**config.mk**
```make
export PLATFORM = sky130hd
export DESIGN_NAME = control_unit
export DESIGN_NICKNAME = d
export VERILOG_FILES = /design/src/rtl/cpu_pkg.sv /design/src/rtl/control_decoder.sv /design/src/rtl/control_unit.sv
export SDC_FILE = /design/constraint.sdc
export NUM_CORES = 1
export LEC_CHECK = 0
export ABC_AREA = 1
export BUFFER_PORTS_ARGS = -buffer_cell sky130_fd_sc_hd__buf_2
export CAP_MARGIN = 20
export CORE_UTILIZATION = 40
export CTS_BUF_LIST = sky130_fd_sc_hd__clkbuf_8 sky130_fd_sc_hd__clkbuf_16
export DETAILED_ROUTE_END_ITERATION = 16
export GPL_TIMING_DRIVEN = 0
export HOLD_SLACK_MARGIN = 0.03
export PLACE_DENSITY_LB_ADDON = 0.2
export SETUP_SLACK_MARGIN = 0.5
export SLEW_MARGIN = 20
export SYNTH_ARGS = -nofsm -noshare
export SYNTH_HDL_FRONTEND = slang
export SYNTH_SLANG_ARGS = --single-unit
```
**constraint.sdc**
```tcl
create_clock -name clock_in -period 1.7 [get_ports clock_in]
set_input_delay 0.425 -clock clock_in [delete_from_list [all_inputs] [get_ports clock_in]]
set_output_delay 0.425 -clock clock_in [all_outputs]
set_load 0.01 [all_outputs]
```
**src/rtl/cpu_pkg.sv**
```systemverilog
// Shared types and constants for the accumulator CPU control path.
//   opcode_t : 5-bit instruction opcodes
//   state_t  : control sequencer states
//   ctl_t    : datapath control bundle produced by the decoder
package cpu_pkg;

  localparam int unsigned OPERAND_WIDTH = 11;
  localparam int unsigned DATA_WIDTH    = 16;
  localparam int unsigned OPCODE_WIDTH  = DATA_WIDTH - OPERAND_WIDTH;

  typedef enum logic [OPCODE_WIDTH-1:0] {
    OP_HLT  = 5'd0,
    OP_STO  = 5'd1,
    OP_LD   = 5'd2,
    OP_LDI  = 5'd3,
    OP_ADD  = 5'd4,
    OP_ADDI = 5'd5,
    OP_SUB  = 5'd6,
    OP_SUBI = 5'd7,
    OP_BEQ  = 5'd8,
    OP_BNE  = 5'd9,
    OP_BGT  = 5'd10,
    OP_BGE  = 5'd11,
    OP_BLT  = 5'd12,
    OP_BLE  = 5'd13,
    OP_JMP  = 5'd14
  } opcode_t;

  typedef enum logic [2:0] {
    ST_FETCH  = 3'd0,
    ST_DECODE = 3'd1,
    ST_EXEC   = 3'd2,
    ST_WB     = 3'd3,
    ST_HALT   = 3'd4
  } state_t;

  localparam logic [1:0] SEL_A_MEM = 2'b00;
  localparam logic [1:0] SEL_A_IMM = 2'b01;
  localparam logic [1:0] SEL_A_ALU = 2'b10;

  localparam logic ALU_ADD = 1'b0;
  localparam logic ALU_SUB = 1'b1;

  typedef struct packed {
    logic       acc_wr;
    logic       status_wr;
    logic       data_wr;
    logic       illegal;
    logic       alu_op;
    logic [1:0] sel_a;
    logic       sel_b;
  } ctl_t;

  // Conditional branch predicate from the datapath zero/negative flags.
  function automatic logic branch_taken(input opcode_t op, input logic z, input logic n);
    case (op)
      OP_BEQ:  return z;
      OP_BNE:  return !z;
      OP_BGT:  return !z && !n;
      OP_BGE:  return !n;
      OP_BLT:  return n;
      OP_BLE:  return n || z;
      OP_JMP:  return 1'b1;
      default: return 1'b0;
    endcase
  endfunction

endpackage

```
**src/rtl/control_decoder.sv**
```systemverilog
// Combinational decode of (state, opcode, flags) into datapath controls and sequencing.
//   state/opcode  : registered sequencer state and IR opcode field
//   z/n           : datapath status flags (used only for branch resolution)
//   valid/run     : fetch handshake and halt-release level
//   next_state    : sequencer next state
//   ir_load       : capture instruction and advance PC
//   pc_load       : load PC from operand (taken branch / jump)
//   ctl           : datapath strobes and selects
//   req/halted    : fetch request and halt indicator
module control_decoder
  import cpu_pkg::*;
(
  input  state_t  state,
  input  opcode_t opcode,
  input  logic    z,
  input  logic    n,
  input  logic    valid,
  input  logic    run,
  output state_t  next_state,
  output logic    ir_load,
  output logic    pc_load,
  output ctl_t    ctl,
  output logic    req,
  output logic    halted
);

  always_comb begin
    next_state = ST_FETCH;
    ir_load    = 1'b0;
    pc_load    = 1'b0;
    ctl        = '0;
    req        = 1'b0;
    halted     = 1'b0;

    case (state)
      ST_FETCH: begin
        req = 1'b1;
        if (valid) begin
          ir_load    = 1'b1;
          next_state = ST_DECODE;
        end else begin
          next_state = ST_FETCH;
        end
      end

      ST_DECODE: begin
        next_state = (opcode == OP_HLT) ? ST_HALT : ST_EXEC;
      end

      ST_EXEC: begin
        case (opcode)
          OP_HLT: next_state = ST_HALT;
          OP_STO: ctl.data_wr = 1'b1;
          OP_LD:  next_state = ST_WB;
          OP_LDI: begin
            ctl.sel_a  = SEL_A_IMM;
            ctl.acc_wr = 1'b1;
          end
          OP_ADD, OP_SUB: next_state = ST_WB;
          OP_ADDI, OP_SUBI: begin
            ctl.sel_b     = 1'b1;
            ctl.sel_a     = SEL_A_ALU;
            ctl.alu_op    = (opcode == OP_SUBI) ? ALU_SUB : ALU_ADD;
            ctl.acc_wr    = 1'b1;
            ctl.status_wr = 1'b1;
          end
          OP_BEQ, OP_BNE, OP_BGT, OP_BGE, OP_BLT, OP_BLE, OP_JMP:
            pc_load = branch_taken(opcode, z, n);
          default: ctl.illegal = 1'b1;
        endcase
      end

      // Second cycle for ops that wait on the synchronous data-memory read.
      ST_WB: begin
        case (opcode)
          OP_LD: begin
            ctl.sel_a  = SEL_A_MEM;
            ctl.acc_wr = 1'b1;
          end
          OP_ADD, OP_SUB: begin
            ctl.sel_b     = 1'b0;
            ctl.sel_a     = SEL_A_ALU;
            ctl.alu_op    = (opcode == OP_SUB) ? ALU_SUB : ALU_ADD;
            ctl.acc_wr    = 1'b1;
            ctl.status_wr = 1'b1;
          end
          default: ;
        endcase
      end

      ST_HALT: begin
        halted     = 1'b1;
        next_state = run ? ST_FETCH : ST_HALT;
      end

      default: next_state = ST_FETCH;
    endcase
  end

endmodule

```
**src/rtl/control_unit.sv**
```systemverilog
// Multi-cycle sequencer for the accumulator datapath: fetch, decode, execute, write-back, halt.
//   clock_in/reset_in          : clock, synchronous active-high reset
//   run_in                     : releases HALT
//   instr_in/instr_valid_in    : instruction memory response
//   status_Z_in/status_N_in    : datapath flags for branches
//   instr_req_out/pc_out       : fetch request and instruction address
//   operand_out                : IR operand field to datapath
//   alu_op/sel_A/sel_B/acc_wr/status_wr/data_wr : datapath controls
//   acc_reset/status_reset     : reset passthrough to datapath registers
//   halted_out/illegal_out     : halt indicator, undefined-opcode pulse
module control_unit
  import cpu_pkg::*;
#(
  parameter int unsigned PC_RESET = 0
) (
  input  logic                     clock_in,
  input  logic                     reset_in,
  input  logic                     run_in,
  input  logic [DATA_WIDTH-1:0]    instr_in,
  input  logic                     instr_valid_in,
  input  logic                     status_Z_in,
  input  logic                     status_N_in,
  output logic                     instr_req_out,
  output logic [OPERAND_WIDTH-1:0] pc_out,
  output logic [OPERAND_WIDTH-1:0] operand_out,
  output logic                     alu_op_out,
  output logic [1:0]               sel_A_out,
  output logic                     sel_B_out,
  output logic                     acc_wr_out,
  output logic                     status_wr_out,
  output logic                     acc_reset_out,
  output logic                     status_reset_out,
  output logic                     data_wr_out,
  output logic                     halted_out,
  output logic                     illegal_out
);

  state_t                   state;
  state_t                   next_state;
  logic [DATA_WIDTH-1:0]    ir;
  logic [OPERAND_WIDTH-1:0] pc;
  logic                     ir_load;
  logic                     pc_load;
  logic                     req;
  logic                     halted;
  ctl_t                     ctl;
  opcode_t                  opcode;

  assign opcode      = opcode_t'(ir[DATA_WIDTH-1:OPERAND_WIDTH]);
  assign operand_out = ir[OPERAND_WIDTH-1:0];
  assign pc_out      = pc;

  control_decoder u_decoder (
    .state      (state),
    .opcode     (opcode),
    .z          (status_Z_in),
    .n          (status_N_in),
    .valid      (instr_valid_in),
    .run        (run_in),
    .next_state (next_state),
    .ir_load    (ir_load),
    .pc_load    (pc_load),
    .ctl        (ctl),
    .req        (req),
    .halted     (halted)
  );

  // Sequencer state, instruction register and program counter.
  always_ff @(posedge clock_in) begin
    if (reset_in) begin
      state <= ST_FETCH;
      pc    <= OPERAND_WIDTH'(PC_RESET);
      ir    <= '0;
    end else begin
      state <= next_state;
      if (ir_load) begin
        ir <= instr_in;
        pc <= pc + OPERAND_WIDTH'(1);
      end else if (pc_load) begin
        pc <= ir[OPERAND_WIDTH-1:0];
      end
    end
  end

  // Reset aborts an in-flight instruction, so its strobes are suppressed in that cycle.
  assign acc_wr_out       = ctl.acc_wr    & ~reset_in;
  assign status_wr_out    = ctl.status_wr & ~reset_in;
  assign data_wr_out      = ctl.data_wr   & ~reset_in;
  assign illegal_out      = ctl.illegal   & ~reset_in;
  assign halted_out       = halted        & ~reset_in;
  assign instr_req_out    = req;
  assign alu_op_out       = ctl.alu_op;
  assign sel_A_out        = ctl.sel_a;
  assign sel_B_out        = ctl.sel_b;
  assign acc_reset_out    = reset_in;
  assign status_reset_out = reset_in;

endmodule

```
Word-level counts from Yosys, hierarchy flattened

Cells that the tools add are included.

Register bits: 30
Input port bits: 22
Logic and storage cells: 70

Add/subtract/negate cells: 1
Eq/ne operators: 18
Multiplexer cells: 29
Bitwise gates (word level): 6
Reductions and logical operators: 13

Operators with widths:

| cell                    | count |
|---|---|
| $eq A5 B4 Y1 const B    | 7 |
| $mux W11                | 2 |
| $eq A5 B3 Y1 const B    | 4 |
| $mux W1                 | 17 |
| $reduce_or A15 Y1       | 1 |
| $pmux W3 S4             | 1 |
| $add A11 B1 Y11 const B | 1 |
| $eq A5 B2 Y1 const B    | 2 |
| $pmux W2 S2             | 2 |
| $pmux W4 S2             | 1 |
| $pmux W1 S7             | 1 |
| $reduce_or A7 Y1        | 1 |
| $eq A3 B2 Y1 const B    | 2 |
| $mux W3                 | 2 |
| $pmux W3 S2             | 1 |
| $reduce_or A3 Y1        | 2 |
| $and A1 B1 Y1           | 5 |
| $eq A5 B1 Y1 const B    | 1 |
| $logic_not A5 Y1        | 1 |
| $mux W2                 | 2 |
| $reduce_or A2 Y1        | 2 |
| $eq A3 B1 Y1 const B    | 1 |
| $eq A3 B3 Y1 const B    | 1 |
| $logic_not A3 Y1        | 1 |
| other kinds (5)         | 6 |

Logic depth before layout (Yosys ltp)

Gate-level depths: netlist (run 1).

Word-level depth: 7
Gate-level depth with buffers: 11

By module

Synthesis (run 1) repeated with hierarchy kept, for this count alone.

Cell total of the unflattened synthesis: 276
Area, all modules: 1788.0 µm²

Modules (own cells, without submodules):

| module          | instances | cells each | area each (µm²) | seq. area each (µm²) |
|---|---|---|---|---|
| control_unit    | 1         | 203        | 1456.4          | 600.6 |
| control_decoder | 1         | 73         | 331.6           | 0.0 |

Worst setup path before layout (run 1)

OpenSTA, ideal clock, no wires.

Kind: flip-flop to output port
Start point: reg state[2]
End point: out alu_op_out
Data arrival time: 1316 ps
Required time: 1275 ps
Slack: -41 ps
Stages on the path, launching flop included: 8
Path through: dfxtp_1 inv_2 nand2_1 nor2_2 inv_1 nor3_1 a21oi_1 nor2_1

Cells in the longest elaborated chain, start to end: 2
Elaborated cells on any way between the ends: 3
Those cells by class: eq/ne (2); mux (1)

Ends and longest elaborated chain:

| what                   | RTL line              | source |
|---|---|---|
| from (decl)            | control_unit.sv:38    | `state_t state;` |
| from (signal assigned) | control_unit.sv:75    | `state <= next_state;` |
| $eq A3 B2 Y1           | control_decoder.sv:35 | `case (state)` |
| $pmux W4 S2 *          | control_decoder.sv:35 |  |
| to (decl)              | control_unit.sv:26    | `output logic alu_op_out,` |

Every way passes the cells marked *; elsewhere a longest branch is shown, timed or not.

Worst setup path after layout (run 1)

Start point: reg state[1]
End point: out alu_op_out

Same word-level chain as after synthesis.

==> summary.md, run 1 <==
| Metric | Value |
|---|---|
| Final instance area | `3052 um2` |
| Critical path launch point type | `flop` |
| Layout cell share with drive strength beyond 1 | `between 50% and 60%` |
| Register bit total from synthesis | `30` |
| Crit-path cells | `nand2_2 > nor2_4 > inv_4 > nor3_4 > a21oi_2 > nor2_1 > buf_2` |
| Total power draw | `2234 uW` |
| Net Count, Synth | `282` |
| Routability Congestion | `between 0.8 and 0.9` |
| All-Layer GR Usage | `about a quarter` |
| Worst VDD drop | `a little under 0.0005 V` |
| HPWL Detailed | `3.061 mm` |
| Yosys warns | `0` |
| Area leader, netlist | `dfxtp_1` |
| P&R area growth vs syn | `82.15%` |
| Commonest non-fill, non-tap cell in the layout | `nand2_1` |
| Synth area leaders | `dfxtp_1, nand2_1, a21oi_1` |
| # fillers | `302` |
| Min-Delay Endpoint | `ir[1]` |
| Fin. max-slew vios | `0` |
| Router iterations before antenna repair | `11` |
| Via count | `slightly above 2000` |
| CP max-delay cell | `dfxtp_2` |
| Tcrit/Tclk final | `113.8%` |
| Grt total ovfl | `0` |
| CTS Buf Count | `5` |
| Final setup vio count | `7` |
| DR DRC count | `2` |
| Core Region | `4000 um2` |
| DR iter-0 viols | `78` |
| Crit path arrival time | `1510 ps` |
| WHS Path Cells | `3` |
| First-pass GRT wire length | `7.866 mm` |
| Max Fclk | `slightly above 500 MHz` |
| Clock slew at reported path FFs | `~60 ps` |
| Final worst slack | `-234.3 ps` |
| Die Span X | `66.72 um` |
| Worst Reg-to-Reg Cells | `10` |
| Sequential share of the synthesized area | `35.85%` |
| Multi-input gate area | `approximately 1100 um2` |
| ANT nets after route | `0` |
| Hold WC Path Type | `in -> reg` |
| Worst slew margin | `52.21%` |
| Worst r2r src | `state[0]` |
| # port buffers | `55` |
| Root cell of the clock tree | `clkbuf_8` |
| Ant. Diodes | `0` |
| Nets | `382` |
| Min Tclk post-route | `1934 ps` |
| Die height | `between 60 and 70 um` |
| Slowest Stage Delay on Critical Path | `370 ps` |
| CTS tree | `done` |
| Clk buf depth | `2` |
| Via density per instance | `5.002` |
| Register area | `665.6 um2` |
| Slew @ Worst Pin | `716.9 ps` |
| Synth top area share | `35.85%` |
| Outcome | `finished, violations left` |
| Max_cap viols | `0` |
| Clk_lat worst skew | `between 200 and 300 ps` |
| Sink Count | `30` |
| Distinct cells, synth | `25` |
| Worst Path Required | `1270 ps` |
| Internal reg-to-reg setup slack | `100 ps` |
| P_leak | `0.001414 uW` |
| Starting Density | `41.88%` |
| Min-delay src | `instr_in[1]` |
| Placed Area | `2091 um2` |
| Largest net degree at the start of global routing | `12` |
| CP Class | `reg -> out` |
| Syn Inst Count | `259` |
| Commonest non-fill, non-tap cells in the layout | `nand2_1, buf_6, buf_2, buf_4` |
| WL/cell | `13.62 um` |
| Number of global-route vias before repair | `1707` |
| Final wirelength | `5.583 mm` |
| CP endpoint kind | `output port` |
| Rows | `23` |
| Post-Syn Area | `around 1700 um2` |
| IO Count | `56` |
| Power Dens Cells | `732.1 nW/um2` |
| Full die area | `about 4500 um2` |
| Pre-CTS setup slack | `-2.532 ps` |
| R2r endpoint | `pc_out[7]` |
| Htree depth | `2` |
| Initial antenna violation count | `0` |
| Critical-path maximum fanout | `4` |
| Skew final | `3.443 ps` |
| Final Hold Viols | `0` |
| Failing checks | `DRC, setup timing` |
| Avg Inst Size Synth | `6.469 um2` |
| RSZ-0062 raised after global routing | `true` |
registers in the layout, indices dropped and copies added (netlist names):
name	flops
state	3
pc_out	11
ir	16
cell families (layout without fill, tap and decap cells):
logic type | after synthesis | after routing | synth area share (%)
simple gates | 134 | 134 | 33.91
buf+inv | 47 | 148 | 14.56
compound gates | 46 | 46 | 14.41
flops | 30 | 30 | 35.85
fa+ha+maj | 1 | 1 | 0.7467
xor+xnor | 1 | 1 | 0.5229
cells in the mapped netlist (all sizes together):
cell and n:
a21boi 1, nor2 25, nand3 27, a41oi 1
dfxtp 30, ha 1, xor2 1, nor3 4
nand2 76, inv 24, o21ai 8, clkbuf 4
buf 19, nand3b 1, nor4 1, o22ai 2
o21bai 1, a21oi 33
where the power goes:
group	internal, uW	switching (uW)	leakage, uW
logic	419	392	0.00110
clock network	326	281	0.0000515
registers	758	58.9	0.000261
total	1500	732	0.00141
per-layer routing:
metal | share of wire, % | track usage, % | vias up
li1 | - | - | 1032
met2 | 49 | 37.50 | 77
met3 | 6.8 | 4.966 | 14
met1 | 42 | 31.74 | 928
met4 | 2.5 | 8.777 | 0
met5 | 0 | 0 | -
repair_timing:
action,4_1_cts,5_1_grt
endpoints found under the hold margin,0,0
pin swaps,8,8
buffers inserted,26,9
cloned,2,1
resized for setup,124,43
hold buffers,0,0
endpoints found under the setup margin,63,63
worst max-delay path: cells and delay by family, from the launching register on:
family / cells / cell delay (ps)
AO/OA/AOI/OAI: 1 / 90
flip-flops: 1 / 370
AND/OR/NAND/NOR: 4 / 530
buffers and inverters: 2 / 240
through the flow:
step	TNS [ps]	hold slack [ps]	utilization, %	cells
detailed placement	-2.532	487.9	52.27	364
CTS	-509.3	370.6	70.82	400
global route	-1380	357.3	76.29	410
finish	-855.5	368.2	76.29	410
global placement	-20.19	483.2	52.27	364
floorplan	0	460.9	-	259
layout make-up:
class                      count  area share, %
buffer                        23          8.487
clock buffer                   6          2.706
clock inverter                 2         0.3690
inverter                      24          3.608
multi-input combinational    182          35.34
sequential                    30          21.81
tap                           50          2.050
timing repair buffer          92          25.09
timing repair inverter         1         0.5330
worst max path at each step:
stage                  start           to  slack [ps]
floorplan           reset_in  data_wr_out         210
global placement    reset_in  data_wr_out         -20
detailed placement  reset_in  data_wr_out          -3
CTS                 state[2]   acc_wr_out        -120
global route        state[2]   alu_op_out        -300
finish              state[1]   alu_op_out        -230
Note: power is estimated with default switching activity, not from simulation.
==> run 2, diff against run 1 <==
BUFFER_PORTS_ARGS = -buffer_cell sky130_fd_sc_hd__buf_4   (was -buffer_cell sky130_fd_sc_hd__buf_2)
CORE_MARGIN = 2   (was not set)
SLEW_MARGIN = 25   (was 20)
==> run 2 against run 1 <==
The flow finishes with violations (setup timing). First-iteration DRC count increased by 130%. Cell area increased by 5.6%. Critical path depth rose by 1. Clock power is 13% lower. Hold slack improved by 24 ps. Non-clock buffer count shrank 3. Worst setup slack improved by 53 ps. Final cell count fell by 0.73%. Combinational power is 11% higher. Core utilization is 3.7 points higher.
==> summary.md, run 2 (synthesis results as in run 1) <==
| Metric | Value |
|---|---|
| Outcome | `finished, violations left` |
| Failing checks | `setup timing` |
| DR top layer | `met4` |
| CTS tree | `done` |
| Slew @ Worst Pin | `748.2 ps (+31.35 ps)` |
| Root cell of the clock tree | `clkbuf_8` |
| WL/cell | `16.66 um (+22%)` |
| Commonest non-fill, non-tap cell in the layout | `buf_4` |
| CP Class | `reg -> out` |
| Metal-1 WL | `2.654 mm (+13%)` |
| Commonest non-fill, non-tap cells in the layout | `buf_4, buf_6, nand2_1, nand2_2, nand3_1` |
| Crit-path cells | `inv_2 > nand2_4 > nor2_4 > inv_4 > nor3_4 > nor2_1 > a21oi_2 > buf_4` |
| Fin. max-slew vios | `0 (unchanged)` |
| Via count | `2266 (+10%)` |
| Worst VDD drop | `0.0006338 V (+29%)` |
| Final wirelength | `6.779 mm (+21%)` |
| Met3 WL | `466 um (+22%)` |
| First-pass GRT wire length | `8.576 mm (+9.0%)` |
| Core Region | `4029 um2 (+0.72%)` |
| Register share of total power | `36.6% (about the same)` |
| Nets | `379 (-0.79%)` |
| ANT nets after route | `0 (unchanged)` |
| Register name with the most flops | `ir` |
| All-Layer GR Usage | `24.74% (+0.88 points)` |
| CP endpoint kind | `output port` |
| Via density per instance | `5.568 (+11%)` |
| WP buf/inv | `3 (+1)` |
| Final worst slack | `-181.5 ps (+52.82 ps)` |
| Setup TNS | `-746.7 ps (+108.8 ps)` |
| DR DRC count | `0 (-2)` |
| Placed Area | `2228 um2 (+6.6%)` |
| HPWL Detailed | `3.412 mm (+11%)` |
| P_int | `1489 uW (-0.87%)` |
| Sink Count | `30 (unchanged)` |
| Worst slew margin | `50.12% (-2.1 points)` |
| Full die area | `4722 um2 (+6.1%)` |
| P_leak | `0.001445 uW (+2.2%)` |
| Ant. Diodes | `0 (unchanged)` |
| Hold WC Path Type | `in -> reg` |
| Min Tclk post-route | `1882 ps (-52.82 ps)` |
| Final Hold Viols | `0 (unchanged)` |
| Power share of the clock group | `23.5% (-3.7 points)` |
| Routability Congestion | `0.8560 (+2.4%)` |
| Clock slew at reported path FFs | `60 ps (about the same)` |
| Router iterations before antenna repair | `5 (-6)` |
| CP max-delay cell | `dfxtp_2` |
| Slowest Stage Delay on Critical Path | `320 ps (-50 ps)` |
| Max_cap viols | `0 (unchanged)` |
| Final setup vio count | `8 (+1)` |
| Clk buf depth | `2 (unchanged)` |
| Comb pwr share | `39.9% (+3.6 points)` |
| Starting Density | `41.58% (-0.30 points)` |
| RSZ-0062 raised after global routing | `true` |
| CTS Buf Count | `5 (unchanged)` |
| Die Span X | `68.72 um (+3.0%)` |
| Switching Share | `33.81% (+1.1 points)` |
| Clk_lat worst skew | `280 ps (about the same)` |
| Delay-heaviest family, CP | `simple AND/OR/NAND/NOR gates` |
| Skew final | `4.780 ps (+1.337 ps)` |
| Max Fclk | `531.5 MHz (+2.8%)` |
| Critical-path maximum fanout | `5 (+1)` |
| IO Count | `56 (unchanged)` |
| Final instance area | `3223 um2 (+5.6%)` |
| Grt total ovfl | `0 (unchanged)` |
| Power Dens Cells | `698.1 nW/um2 (-4.6%)` |
| Largest net degree at the start of global routing | `11 (-1)` |
| Htree depth | `2 (unchanged)` |
| Initial antenna violation count | `0 (unchanged)` |
| Number of global-route vias before repair | `1945 (+14%)` |
| Max reg flops | `16 (unchanged)` |
| Crit path arrival time | `1460 ps (-50 ps)` |
| DR iter-0 viols | `177 (+130%)` |
| Sw Pwr | `760.8 uW (+4.0%)` |
| # port buffers | `55 (unchanged)` |
| Met2 Routed Length | `3.426 mm (+26%)` |
| Critical path launch point type | `flop` |
| Layout cell share with drive strength beyond 1 | `68.07% (+8.3 points)` |
| Die height | `68.72 um (+3.0%)` |
| Rows | `23 (unchanged)` |
| Worst Path Required | `1270 ps (about the same)` |
| Tcrit/Tclk final | `110.7% (-3.1 points)` |
| P&R area growth vs syn | `92.38%` |
[run 2: cell count changes in the layout (fill, tap and decap cells not counted), sizes merged]
cell and change:
buf -5, inv +2, nand3 +1, clkbuf +1, clkinv -2
[run 2: stage by stage]
step | utilization [%] | hold slack (ps) | setup WS [ps] | instances | power (uW)
after global placement | 55.31 | 484.4 | -42.72 | 364 | 1285
after detailed placement | 55.31 | 495.4 | -33.26 | 364 | 1289
after floorplan | - | 460.9 | 208.5 | 259 | 1112
after global routing | 80.00 | 387.7 | -241.5 | 407 | 2348
final | 80.00 | 391.9 | -181.5 | 407 | 2250
after CTS | 72.30 | 391.4 | -101.5 | 397 | 2080
[run 2: final timing paths]
| path | cells past startpoint | slack, ps | startpoint | endpoint |
|---|---|---|---|---|
| min | 3 | 390 | instr_in[7] | ir[7] |
| min reg2reg | 2 | 520 | ir[2] | ir[2] |
| max reg2reg | 11 | 40 | state[1] | pc_out[1] |
| max | 8 | -180 | state[2] | acc_wr_out |
[run 2: area by class of cell]
class,count,area [um2]
multi-input combinational,183,1225
inverter,24,102.6
timing repair buffer,89,822.0
buffer,23,266.5
clock buffer,5,68.82
fill,255,805.8
tap,50,62.56
clock inverter,3,11.26
sequential,30,664.4
[run 2: layer usage]
| metal | global-route usage [%] | up-vias |
|---|---|---|
| met2 | 40.50 | 116 |
| met5 | 0 | - |
| met4 | 11.27 | 0 |
| li1 | - | 1028 |
| met1 | 30.51 | 1091 |
| met3 | 6.169 | 31 |
[run 2: what timing repair did]
action,in CTS,in global routing
pin swaps,8,22
hold buffers,0,0
resized for setup,143,60
setup buffers,21,8
setup endpoints to repair,63,62
gates cloned,4,2
[run 2: power groups by stage]
stage | clock network (uW) | logic [uW] | registers [uW]
3_5_place_dp | 0 | 466 | 823
4_1_cts | 528 | 735 | 817
2_1_floorplan | 0 | 294 | 818
6_report | 528 | 898 | 823
5_1_grt | 570 | 948 | 830
3_3_place_gp | 0 | 464 | 821
[run 2: worst reg2reg max path: cells and delay by family, from the launching register on]
family	cells	cell delay, ps
and+or+nand+nor	5	490
AOI/OAI and AO/OA	1	120
buffers and inverters	5	630
DFF	1	360
